**config.mk**
```make
export PLATFORM = sky130hd
export DESIGN_NAME = seq_div_8bit
export DESIGN_NICKNAME = d
export VERILOG_FILES = /design/src/rtl/div_pkg.sv /design/src/rtl/div_step.sv /design/src/rtl/seq_div_8bit.sv
export SDC_FILE = /design/constraint.sdc
export NUM_CORES = 1
export LEC_CHECK = 0
export CORE_ASPECT_RATIO = 0.75
export CORE_MARGIN = 5
export CORE_UTILIZATION = 48
export CTS_CLUSTER_SIZE = 40
export DETAILED_ROUTE_END_ITERATION = 7
export PLACE_DENSITY = 0.73
export SETUP_SLACK_MARGIN = 0.02
export SYNTH_ARGS = -nofsm -noshare
export SYNTH_HDL_FRONTEND = slang
export SYNTH_SLANG_ARGS = --single-unit
```
**constraint.sdc**
```tcl
create_clock -name clk -period 2.11 [get_ports clk]
set_clock_uncertainty 0.1 [all_clocks]
set_input_delay 0.3165 -clock clk [delete_from_list [all_inputs] [get_ports clk]]
set_output_delay 0.3165 -clock clk [all_outputs]
set_load 0.01 [all_outputs]
```
**src/rtl/div_pkg.sv**
```systemverilog
// Shared types and sizing constants for the sequential restoring divider.
package div_pkg;

   typedef enum logic [1:0] {
      IDLE = 2'd0,
      RUN  = 2'd1,
      DONE = 2'd2
   } div_state_t;

   localparam int DIV_WIDTH_DEFAULT = 8;
   localparam int DIV_CNT_W         = $clog2(DIV_WIDTH_DEFAULT + 1);

endpackage

```
**src/rtl/div_step.sv**
```systemverilog
// One combinational restoring-division step: shift in the next dividend bit,
// trial-subtract the divisor, and keep the difference only when it does not borrow.
module div_step #(
   parameter int WIDTH = 8
) (
   input  logic [WIDTH:0]   r_i,
   input  logic             q_msb_i,
   input  logic [WIDTH-1:0] d_i,
   output logic [WIDTH:0]   r_o,
   output logic             q_bit_o,
   output logic             borrow_o
);

   logic [WIDTH:0] r_sh;
   logic [WIDTH:0] diff;

   // Subtraction as an add of the inverted divisor with carry-in 1; WIDTH+1 bits
   // so the shifted partial remainder (< 2*D) can never overflow.
   always_comb begin
      r_sh     = {r_i[WIDTH-1:0], q_msb_i};
      diff     = r_sh + ~{1'b0, d_i} + {{WIDTH{1'b0}}, 1'b1};
      borrow_o = diff[WIDTH];
      q_bit_o  = ~diff[WIDTH];
      r_o      = diff[WIDTH] ? r_sh : diff;
   end

endmodule

```
**src/rtl/seq_div_8bit.sv**
```systemverilog
// Sequential unsigned restoring divider with start/done handshake; one quotient
// bit per clock, divide-by-zero answered in a single cycle.
module seq_div_8bit
   import div_pkg::*;
#(
   parameter int WIDTH = DIV_WIDTH_DEFAULT
) (
   input  logic             clk,
   input  logic             rst,
   input  logic             start,
   input  logic [WIDTH-1:0] dividend,
   input  logic [WIDTH-1:0] divisor,
   output logic             busy,
   output logic             done,
   output logic [WIDTH-1:0] quotient,
   output logic [WIDTH-1:0] remainder,
   output logic             div_by_zero
);

   localparam int CNT_W = (WIDTH == DIV_WIDTH_DEFAULT) ? DIV_CNT_W : $clog2(WIDTH + 1);

   div_state_t       state_q, state_d;
   logic [WIDTH:0]   r_q, r_d;
   logic [WIDTH-1:0] q_q, q_d;
   logic [WIDTH-1:0] d_q, d_d;
   logic [CNT_W-1:0] cnt_q, cnt_d;
   logic [WIDTH-1:0] quo_q, quo_d;
   logic [WIDTH-1:0] rem_q, rem_d;
   logic             dbz_q, dbz_d;

   logic [WIDTH:0]   step_r;
   logic             step_qbit;
   logic             step_borrow;

   div_step #(.WIDTH(WIDTH)) u_step (
      .r_i      (r_q),
      .q_msb_i  (q_q[WIDTH-1]),
      .d_i      (d_q),
      .r_o      (step_r),
      .q_bit_o  (step_qbit),
      .borrow_o (step_borrow)
   );

   always_ff @(posedge clk or posedge rst) begin
      if (rst) begin
         state_q <= IDLE;
         r_q     <= '0;
         q_q     <= '0;
         d_q     <= '0;
         cnt_q   <= '0;
         quo_q   <= '0;
         rem_q   <= '0;
         dbz_q   <= 1'b0;
      end else begin
         state_q <= state_d;
         r_q     <= r_d;
         q_q     <= q_d;
         d_q     <= d_d;
         cnt_q   <= cnt_d;
         quo_q   <= quo_d;
         rem_q   <= rem_d;
         dbz_q   <= dbz_d;
      end
   end

   always_comb begin
      state_d = state_q;
      r_d     = r_q;
      q_d     = q_q;
      d_d     = d_q;
      cnt_d   = cnt_q;
      quo_d   = quo_q;
      rem_d   = rem_q;
      dbz_d   = dbz_q;
      case (state_q)
         IDLE, DONE: begin
            state_d = IDLE;
            if (start) begin
               if (divisor == '0) begin
                  state_d = DONE;
                  quo_d   = '1;
                  rem_d   = dividend;
                  dbz_d   = 1'b1;
               end else begin
                  state_d = RUN;
                  r_d     = '0;
                  q_d     = dividend;
                  d_d     = divisor;
                  cnt_d   = CNT_W'(WIDTH);
               end
            end
         end
         RUN: begin
            r_d   = step_r;
            q_d   = {q_q[WIDTH-2:0], step_qbit};
            cnt_d = cnt_q - CNT_W'(1);
            // Results are published only on the final step, so partial Q/R stay hidden.
            if (cnt_q == CNT_W'(1)) begin
               state_d = DONE;
               quo_d   = {q_q[WIDTH-2:0], step_qbit};
               rem_d   = step_r[WIDTH-1:0];
               dbz_d   = 1'b0;
            end
         end
         default: state_d = IDLE;
      endcase
   end

   assign busy        = (state_q == RUN);
   assign done        = (state_q == DONE);
   assign quotient    = quo_q;
   assign remainder   = rem_q;
   assign div_by_zero = dbz_q;

endmodule

```
# ---- Word level (Yosys, flattened, before mapping)
# Index checks and enable logic that the tools add are counted.
dict set report word_totals {
  out_inout_bits 19
  reg_bits 47
  input_bits 19
}
dict set report op_classes {
  muxes 26
  bitwise_logic 3
  addsub 3
  n_reduce_logical 7
  eq_ne 7
}
# cell count
set ops {}
lappend ops {{8-bit 2-to-1 mux} 11}
lappend ops {{8-bit case mux with 2 select lines} 4}
lappend ops {{9-bit by 1-bit adder with 9-bit output, second input constant} 1}
lappend ops {{9-bit adder} 1}
lappend ops {{8-bit NOT with 9-bit output} 1}
lappend ops {{8-bit logical NOT} 1}
lappend ops {{4-bit 2-to-1 mux} 2}
lappend ops {{4-bit case mux with 2 select lines} 1}
lappend ops {{2-bit 2-to-1 mux} 3}
lappend ops {{2-bit inequality test, second input constant} 3}
lappend ops {{3-bit AND reduction} 2}
lappend ops {{4-bit by 1-bit equality test with 1-bit output, second input constant} 1}
lappend ops {{2-bit case mux with 2 select lines} 1}
lappend ops {{4-bit AND reduction} 1}
lappend ops {{4-bit by 1-bit subtractor with 4-bit output, second input constant} 1}
lappend ops {{1-bit 2-to-1 mux} 3}
lappend ops {{2-bit by 1-bit equality test with 1-bit output, second input constant} 1}
lappend ops {{2-bit equality test, second input constant} 1}
lappend ops {{2-bit logical NOT} 1}
lappend ops {{2-bit by 1-bit inequality test with 1-bit output, second input constant} 1}
lappend ops {{1-bit NOT} 2}
lappend ops {{1-bit case mux with 2 select lines} 1}
lappend ops {{2-bit nonzero test} 1}
lappend ops {{2-bit OR reduction} 1}

# ---- Depth between registers and ports, before layout
# Gate-level depths: netlist of the first run.
dict set report logic_depth {
  depth_word 6
  mapped_depth 10
}

# ---- Hierarchy
# A second synthesis of the first run with hierarchy kept.
dict set report hier_totals {
  cells_unflattened 299
  area_unflattened_um2 2860.2
}
# mod instances area_each_um2 cells_each seq_area_each_um2
set modules_own_cells {}
lappend modules_own_cells {seq_div_8bit 1 2346.0 229 1201.2}
lappend modules_own_cells {div_step 1 514.2 70 0.0}

# ---- Worst setup path before layout of the first run
# No wires, ideal clock.
dict set report synth_path {
  path_kind {register to register}
  start {reg q_q[7]}
  end {reg rem_q[0] (netlist: remainder[0])}
  stages_incl_launch_ff 10
  arrival_ns 2.154
  slack_ns -0.238
  required_ns 1.916
  path_cell_list {dfrtp_1 inv_1 ha_1 inv_1 fa_1 a211oi_2 o211ai_1 o211ai_4 mux2_2 a221oi_2}
}
dict set report synth_between {
  elab_chain_len 5
}
# element line_no
set synth_lines {}
lappend synth_lines {{start, declared} seq_div_8bit.sv:24} ;# logic [WIDTH-1:0] q_q, q_d;
lappend synth_lines {{start signal, assigned} seq_div_8bit.sv:57} ;# q_q <= q_d;
lappend synth_lines {{9-bit adder} div_step.sv:21} ;# diff = r_sh + ~{1'b0, d_i} + {{WIDTH{1'b0}}, 1'b1};
lappend synth_lines {{9-bit by 1-bit adder with 9-bit output} div_step.sv:21}
lappend synth_lines {{8-bit 2-to-1 mux *} div_step.sv:24} ;# r_o = diff[WIDTH] ? r_sh : diff;
lappend synth_lines {{8-bit 2-to-1 mux *} seq_div_8bit.sv:98} ;# if (cnt_q == CNT_W'(1)) begin
lappend synth_lines {{8-bit case mux with 2 select lines *} seq_div_8bit.sv:75} ;# case (state_q)
lappend synth_lines {{end signal, assigned} seq_div_8bit.sv:61} ;# rem_q <= rem_d;
lappend synth_lines {{end, declared} seq_div_8bit.sv:28} ;# logic [WIDTH-1:0] rem_q, rem_d;
# Mark *: on every way between the ends. The rest lies on a longest branch, timed or not. The select of a mux whose other input is x is not followed.
# A chain may end at the register's enable or synchronous reset.

# ---- Worst setup path after layout of the first run
dict set report layout_path {
  start {reg q_q[7]}
  end {reg rem_q[1] (netlist: remainder[1])}
}
dict set report layout_between {
  elab_chain_len 5
}
# element line_no
set layout_lines {}
lappend layout_lines {{9-bit adder} div_step.sv:21}
lappend layout_lines {{9-bit by 1-bit adder with 9-bit output} div_step.sv:21}
lappend layout_lines {{8-bit 2-to-1 mux} div_step.sv:24}
lappend layout_lines {{8-bit 2-to-1 mux} seq_div_8bit.sv:98}
lappend layout_lines {{8-bit case mux with 2 select lines} seq_div_8bit.sv:75}
# No other way between the ends. The select of a mux whose other input is x is not followed.

==> results of run 1 <==
-- worst paths after layout --
kind,startpoint,to,slack (ns),depth (start not counted)
setup / recovery,q_q[7]$_DFFE_PP0P_,remainder[1]$_DFFE_PP0P_,-0.36,10
hold / removal,rst,quotient[6]$_DFFE_PP0P_,0.26,3
setup reg to reg,q_q[7]$_DFFE_PP0P_,remainder[1]$_DFFE_PP0P_,-0.36,10
hold reg to reg,div_by_zero$_DFFE_PP0P_,div_by_zero$_DFFE_PP0P_,0.39,2
max in group asynchronous,rst,d_q[4]$_DFFE_PP0N_,1.42,3
min in group clk,div_by_zero$_DFFE_PP0P_,div_by_zero$_DFFE_PP0P_,0.39,2
-- power breakdown --
part	switching [mW]	internal [mW]
clock	0.322	0.474
sequential	0.270	1.34
combinational	2.37	2.49
-- per-layer routing --
| layer | global-route usage [%] | share of wire (%) |
|---|---|---|
| met5 | 0 | 0 |
| met4 | 6.99 | 1.5 |
| met3 | 3.83 | 7.4 |
| met2 | 33.2 | 46 |
| met1 | 28.4 | 45 |
-- worst max-delay path, stage by stage, from the launching register on --
cell,delay (ns)
dfrtp_1,0.39
inv_2,0.08
ha_4,0.13
inv_2,0.03
fa_2,0.36
a211oi_4,0.29
o211a_4,0.24
o211ai_4,0.13
buf_4,0.19
mux2i_4,0.18
a221oi_2,0.24
-- through the flow --
| step | cell area, um^2 | std cells |
|---|---|---|
| global placement | 3320 | 402 |
| CTS | 3520 | 415 |
| global route | 3630 | 419 |
| floorplan | 2520 | 268 |
| finish | 3630 | 419 |
| detailed placement | 3320 | 402 |
-- cell families (layout without fill, tap and decap cells) --
group / Yosys count / in the layout / share of synthesized area, %
AO/OA/AOI/OAI: 64 / 65 / 17.8
XOR/XNOR: 6 / 6 / 2.11
adder cells (fa/ha/maj): 11 / 11 / 5.84
buffers and inverters: 28 / 118 / 4.58
flip-flops: 47 / 47 / 47.3
multiplexers: 7 / 7 / 2.92
AND/OR/NAND/NOR: 105 / 105 / 19.5
-- area by class of cell --
cell class                      count  share of cell area, %
Clock inverter                      2                   1.66
Timing Repair Buffer               93                   23.0
Multi-Input combinational cell    194                   37.0
Sequential cell                    47                   32.4
Clock buffer                        6                   2.00
Inverter                           17                   1.83
Tap cell                           60                   2.07
-- state kept, by name, indices dropped and copies added, names as in the netlist --
signal	flops
cnt_q	4
d_q	8
div_by_zero	1
remainder	8
r_q	8
state_q	2
q_q	8
quotient	8
-- cell usage in the layout, fill, tap and decap left out, types with 3 or more instances in the layout --
cell type and count:
nor2_1 31, buf_4 51, clkdlybuf4s50_1 37, buf_12 3
a21oi_1 11, clkbuf_8 5, nand2b_1 4, nand3b_1 4
ha_1 9, xor2_1 4, a221oi_2 4, nand3_1 12
inv_1 13, o21ai_0 18, a31oi_1 6, nor3_1 4
o21ai_1 5, dfrtp_1 47, inv_2 3, nand2_1 34
nor3b_1 3
-- timing repair --
item / 4_1_cts / 5_1_grt
gates cloned: 1 / 0
setup buffers: 6 / 4
setup endpoints to repair: 19 / 25
resized for setup: 7 / 16
pin swaps: 9 / 4
==> metrics.cfg, run 1 <==
[die]
pin_count=38
start_util_pct=50.2
coreArea_um2=4950
num_rows=22
fp.dieW_um=93.1
die_height_um=72.3
dieArea_um2=6740

[layout]
multi_input_area_um2=1340
final-seq-area_um2=1180
areaGrowthSynthToFinish_pct=45.9
finalCoreUtilization_pct=73.2
final_layout_size_suffix_gt1_share_pct=25.9
nets=388
diodes=0
n_fill_cell=356

[place]
gp_congestion=0.779
pre_cts_slack_ns=-0.355
dp_hpwl_mm=4.53
port_buffers=37

[sta]
fmax_mhz=405
hold_viol=0
slew_viol_final=0
postLayoutSetupSlackWorst_ns=-0.359
min_period_ns=2.47
setup_viol=18
hold_ws_ns=0.257
rsz0062_at_grt=yes
max-slew-margin-rel_pct=69.3
timing.final.crit_share_pct=117
finalSetupTns_ns=-4.98
timing_worst_slew_pin_value_ns=0.449

[synth]
avgSynthCellArea_um2=9.28
yosysSeqAreaShare_pct=47.3
syn_inst=268
synth_area_leader_cell=dfrtp_1
post-synth-top-count-cell=dfrtp_1
synth_top_area_share_pct=47.3
ys.flop_type=dfrtp_1
ys_types=44
synth_fp_nets=298
synth-edff-count=0
synthTopCellsByCount=dfrtp_1 (47), nand2_1 (35), nor2_1 (32)
async_flop_share_pct=100
synth.area.top_cells=dfrtp_1 (47%), nand2_1 (5.3%), ha_1 (5.0%)
syn_area_um2=2490
yosys_warnings=0
ys_ff_latch=47

[setup_path]
arrival_ns=2.58
worstSetupPathType=reg -> reg
startpoint_type=flop
cp-end-kind=flop
cp.required_ns=2.22
crit_fanout=5

[clock_tree]
hold_buffers=0
cts_max_path_buffers=2
cts.sinks=47
clkSlewWorstSetupHoldPaths_ns=0.09
root_buffer=clkbuf_8
tritoncts=yes
cts_buffers=5
cts_max_level=2
clk_latency_ns=0.30

[grt]
grt_max_degree=48
gr-total-overflow=0
grt_pass1_vias=2224
grt_pass1_wl_mm=10.9
track_usage_pct=20.7
antenna_found_initial=0

[route]
drt_iter0_drc=174
ant_nets=0
drc=0
vias=2336
wl_per_cell_um=15.8
post_drt_via_cell_ratio=5.58
wl_mm=6.62
dr.pass1.iters=4

[power]
pwr_density_cell_nw_per_um2=2000
ir_drop_uv=960
p_leak_nw=1.60
total_power_mw=7.27

[run_status]
status=finished with violations
violations=negative setup slack

[worst_hold_path]
hold_path_class=in -> async

[job]
maxCapViolCount=0

No activity file was read; power rests on OpenSTA's default activity.
==> run 2, diff against run 1 <==
--- a/config.mk
+++ b/config.mk
@@ -7,10 +7,12 @@
 export LEC_CHECK = 0
 export CORE_ASPECT_RATIO = 0.75
 export CORE_MARGIN = 5
-export CORE_UTILIZATION = 48
+export CORE_UTILIZATION = 59
+export CTS_BUF_LIST = sky130_fd_sc_hd__clkbuf_2 sky130_fd_sc_hd__clkbuf_4 sky130_fd_sc_hd__clkbuf_8
 export CTS_CLUSTER_SIZE = 40
 export DETAILED_ROUTE_END_ITERATION = 7
-export PLACE_DENSITY = 0.73
+export DONT_BUFFER_PORTS = 1
+export PLACE_DENSITY = 0.76
 export SETUP_SLACK_MARGIN = 0.02
 export SYNTH_ARGS = -nofsm -noshare
 export SYNTH_HDL_FRONTEND = slang
==> run 2 against run 1 <==
Compared with the run above: the flow still finishes with violations (negative setup slack); sequential share of layout area rose by 5.2 points; combinational power fell by 12%; cell area fell by 14%; clock power fell by 19%; total power fell by 8.7%; maximum frequency fell by 0.51%; non-clock buffer count fell by 44; critical path depth did not move; setup slack got worse by 0.013 ns; sequential cell count did not move; cell count fell by 12%; die area fell by 16%.
==> metrics.cfg, run 2 (synthesis results as in run 1) <==
[die]
fp.dieW_um=85.0
num_rows=20
dieArea_um2=5630
coreArea_um2=4050
die_height_um=66.2
start_util_pct=61.4
pin_count=38

[sta]
slew_viol_final=0
timing.final.crit_share_pct=118
hold_viol=0
setup_viol=18
max-slew-margin-rel_pct=69.7
rsz0062_at_grt=yes
postLayoutSetupSlackWorst_ns=-0.371
fmax_mhz=403
min_period_ns=2.48
timing_worst_slew_pin_value_ns=0.450
hold_ws_ns=0.0340

[setup_path]
r2r-start=q_q[7]$_DFFE_PP0P_
crit_fanout=8
cp.required_ns=2.23
reg2reg_depth=10
startpoint=q_q[7]$_DFFE_PP0P_
arrival_ns=2.60
ff2ff_setup_slack_ns=-0.37
cp-end-kind=flop
startpoint_type=flop
worstSetupPathType=reg -> reg
r2r-end=remainder[5]$_DFFE_PP0P_

[grt]
antenna_found_initial=0
gr-total-overflow=0
track_usage_pct=22.9
grt_pass1_wl_mm=10.1
grt_max_degree=32
grt_pass1_vias=2049

[layout]
layout.cells.most_common=dfrtp_1
final_layout_size_suffix_gt1_share_pct=26.5
n_fill_cell=281
multi_input_area_um2=1320
final-seq-area_um2=1180
mostFrequentLayoutCells=dfrtp_1 (47), buf_4 (45), nand2_1 (34), nor2_1 (31), o21ai_0 (18)
areaGrowthSynthToFinish_pct=25.6
finalCoreUtilization_pct=77.0
diodes=0
nets=343
layout.cells.non_filler=368

[route]
dr.pass1.iters=5
wl_mm=6.35
vias=2148
drt_iter0_drc=185
wl_per_cell_um=17.3
post_drt_via_cell_ratio=5.84
ant_nets=0
drc=0

[worst_hold_path]
min-delay-start=divisor[0]
whs_endpoint=d_q[0]$_DFFE_PP0N_
hold_path_class=in -> reg
hold_depth=2

[power]
pwr_density_cell_nw_per_um2=2130
total_power_mw=6.64
ir_drop_uv=1230
p_leak_nw=1.41

[clock_tree]
clk_latency_ns=0.29
tritoncts=yes
cts_max_path_buffers=2
cts.sinks=47
clkSlewWorstSetupHoldPaths_ns=0.09
cts_max_level=2
root_buffer=clkbuf_8
cts_buffers=5

[run_status]
violations=negative setup slack
status=finished with violations

[place]
port_buffers=0
dp_hpwl_mm=4.54
gp_congestion=0.836
dp.cells=353

[job]
maxCapViolCount=0

[run 2: cell types whose count changed in the layout (fill, tap and decap cells not counted), moves of 2 or more]
cell	delta
clkdlybuf4s50_1	-37
a21oi_1	+2
a21oi_2	-2
buf_4	-6
buf_12	-2
[run 2: power breakdown]
| group | internal, mW | total [mW] | switching, mW |
|---|---|---|---|
| sequential | 1.34 | 1.71 | 0.361 |
| clock | 0.361 | 0.648 | 0.287 |
| combinational | 2.13 | 4.29 | 2.16 |
[run 2: layout make-up]
cell class,instances,area share (%)
Timing Repair Buffer,49,12.5
Multi-Input combinational cell,193,42.2
Tap cell,55,2.20
Sequential cell,47,37.7
Clock buffer,6,2.44
Inverter,17,2.04
Clock inverter,1,0.962
[run 2: stage by stage]
stage | setup WS, ns | instance area (um^2) | TNS [ns]
finish | -0.371 | 3120 | -5.04
CTS | -0.318 | 3000 | -4.20
global placement | -0.325 | 2860 | -4.17
floorplan | -0.185 | 2520 | -2.03
detailed placement | -0.392 | 2860 | -5.40
global route | -0.478 | 3120 | -6.72
[run 2: worst max-delay path by stage]
stage,endpoint,slack (ns),cells past startpoint
CTS,remainder[2]$_DFFE_PP0P_,-0.32,9
finish,remainder[5]$_DFFE_PP0P_,-0.37,10
floorplan,remainder[2]$_DFFE_PP0P_,-0.19,9
global placement,remainder[2]$_DFFE_PP0P_,-0.33,9
global route,remainder[3]$_DFFE_PP0P_,-0.48,10
detailed placement,remainder[0]$_DFFE_PP0P_,-0.39,9
[run 2: critical path, cell delays in order, from the launching register on]
cell,delay (ns)
dfrtp_1,0.38
inv_2,0.08
ha_4,0.13
inv_2,0.03
fa_2,0.36
a211oi_4,0.30
o211a_1,0.24
o211ai_4,0.15
buf_4,0.18
mux2_4,0.30
a21oi_1,0.15
[run 2: routing by layer]
layer	up-vias	part of all wire [%]	global-route usage (%)
met1	1038	44	33.0
met5	-	0	0
li1	1021	-	-
met2	83	48	35.8
met4	0	0.93	4.55
met3	6	7.1	4.86
[run 2: timing repair]
| item | in CTS | in global routing |
|---|---|---|
| cloned | 0 | 0 |
| resized for setup | 2 | 18 |
| setup endpoints to repair | 18 | 25 |
| hold buffers | 1 | 0 |
| buffers inserted | 2 | 5 |
| hold endpoints to repair | 16 | 0 |
| pin swaps | 2 | 8 |
==> run 3, diff against run 2 <==
--- a/config.mk
+++ b/config.mk
@@ -7,12 +7,12 @@
 export LEC_CHECK = 0
 export CORE_ASPECT_RATIO = 0.75
 export CORE_MARGIN = 5
-export CORE_UTILIZATION = 59
+export CORE_UTILIZATION = 48
 export CTS_BUF_LIST = sky130_fd_sc_hd__clkbuf_2 sky130_fd_sc_hd__clkbuf_4 sky130_fd_sc_hd__clkbuf_8
 export CTS_CLUSTER_SIZE = 40
 export DETAILED_ROUTE_END_ITERATION = 7
 export DONT_BUFFER_PORTS = 1
-export PLACE_DENSITY = 0.76
+export PLACE_DENSITY = 0.63
 export SETUP_SLACK_MARGIN = 0.02
 export SYNTH_ARGS = -nofsm -noshare
 export SYNTH_HDL_FRONTEND = slang
==> run 3 against run 2 <==
Compared with the run above: the run still ends with negative setup slack left; clock power fell by 15%; sequential power about the same; wire length shrank 2.7%; largest cell class unchanged; highest routed layer unchanged.
==> metrics.cfg, run 3 (synthesis results as in run 1) <==
[run_status]
status=finished with violations
violations=negative setup slack

[setup_path]
critPathBufInv=2
crit_cells=9
path_delay_family=compound AO/OA/AOI/OAI gates
cp_slowest_stage_delay_ns=0.38
reg2reg_depth=9
arrival_ns=2.53
startpoint_type=flop
cp-end-kind=flop
crit_fanout=5
cp.required_ns=2.21
crit_top_cell=inv_2
path_cells=inv_2 > ha_4 > inv_2 > fa_2 > a211oi_4 > o211ai_1 > o211ai_4 > mux2_4 > a221oi_2
crit_path_top_delay_cell=dfrtp_1
worstSetupPathType=reg -> reg

[place]
dp_hpwl_mm=4.52
port_buffers=0
dpl_cell_area_um2=2870
dp.cells=360
gp_congestion=0.834
pre_cts_slack_ns=-0.376

[die]
pin_count=38
start_util_pct=50.2
die_height_um=72.3
fp.dieW_um=93.1
dieArea_um2=6740
num_rows=22
coreArea_um2=4950

[clock_tree]
tritoncts=yes
clk_latency_ns=0.29
cts.sinks=47
cts_max_level=2
cts_buffers=5
root_buffer=clkbuf_8
clkSlewWorstSetupHoldPaths_ns=0.08
cts_max_path_buffers=2

[route]
dr.pass1.iters=4
drt_iter0_drc=128
wl_mm=6.18
ant_nets=0
wl_per_cell_um=16.5
post_drt_via_cell_ratio=5.59
vias=2097
drc=0

[sta]
fmax_mhz=411
min_period_ns=2.43
hold_viol=0
postLayoutSetupSlackWorst_ns=-0.321
max-slew-margin-rel_pct=51.9
slew_viol_final=0
timing_worst_slew_pin_value_ns=0.721
timing.final.crit_share_pct=115
rsz0062_at_grt=yes
setup_viol=18

[grt]
track_usage_pct=19.4
grt_max_degree=35
grt.met3_usage_pct=4.56
grt_pass1_vias=2093
use_met1_pct=27.2
antenna_found_initial=0
grt-busiest-layer=met2
use_met2_pct=31.1
grt_pass1_wl_mm=10.3
gr-total-overflow=0

[power]
ir_drop_uv=1050
total_power_mw=6.40
pwr_density_cell_nw_per_um2=2070
p_leak_nw=1.39

[layout]
layout.cells.most_common=dfrtp_1
nets=345
mostFrequentLayoutCells=dfrtp_1 (47), buf_4 (45), nand2_1 (35), nor2_1 (31), o21ai_0 (19)
diodes=0
final-seq-area_um2=1180
stdcell_area_um2=3090
n_fill_cell=438
final_layout_size_suffix_gt1_share_pct=24.8
areaGrowthSynthToFinish_pct=24.3
layout.cells.non_filler=375
multi_input_area_um2=1300

[worst_hold_path]
hold_path_class=in -> reg
hold_depth=2

[job]
maxCapViolCount=0

## run 3: per-layer routing
metal	vias up	part of all wire, %	routed length (um)
met5	-	0	0
met4	0	0.36	22
met3	2	6.6	410
met2	61	46	2870
met1	1002	47	2870
li1	1032	-	-
## run 3: worst paths after layout
check / start / to / slack, ns
min reg2reg: q_q[0]$_DFFE_PP0P_ / q_q[0]$_DFFE_PP0P_ / 0.42
max reg2reg: q_q[7]$_DFFE_PP0P_ / remainder[0]$_DFFE_PP0P_ / -0.32
min: divisor[0] / d_q[0]$_DFFE_PP0N_ / 0.04
max: q_q[7]$_DFFE_PP0P_ / remainder[0]$_DFFE_PP0P_ / -0.32
min in group asynchronous: rst / div_by_zero$_DFFE_PP0P_ / 0.49
max in group asynchronous: rst / r_q[0]$_DFFE_PP0P_ / 0.81
## run 3: power by group
| part | leakage [nW] | switching, mW | internal (mW) | total (mW) |
|---|---|---|---|---|
| Sequential | 0.538 | 0.343 | 1.34 | 1.69 |
| Clock | 0.0470 | 0.293 | 0.258 | 0.551 |
| Combinational | 0.802 | 2.11 | 2.06 | 4.16 |
## run 3: cell type report
class,instances,share of cell area (%)
flip-flops and latches,47,38.0
clock buffers,6,2.67
well taps,60,2.43
repair buffers,50,12.7
clock inverters,1,0.162
multi-input cells,194,41.9
inverters,17,2.06
## run 3: timing repair
action | 4_1_cts | 5_1_grt
pin swaps | 8 | 4
buffers inserted | 6 | 2
setup endpoints to repair | 18 | 18
cloned | 1 | 0
hold buffers | 1 | 0
hold endpoints to repair | 32 | 0
resized for setup | 5 | 8
## run 3: stage by stage
stage	TNS [ns]	utilization (%)	hold slack, ns
2_1_floorplan	-2.03	-	0.322
3_3_place_gp	-4.38	58.0	0.259
3_5_place_dp	-4.86	58.0	0.258
4_1_cts	-4.11	61.5	0.0320
5_1_grt	-6.08	62.4	0.0325
6_report	-4.18	62.4	0.0365
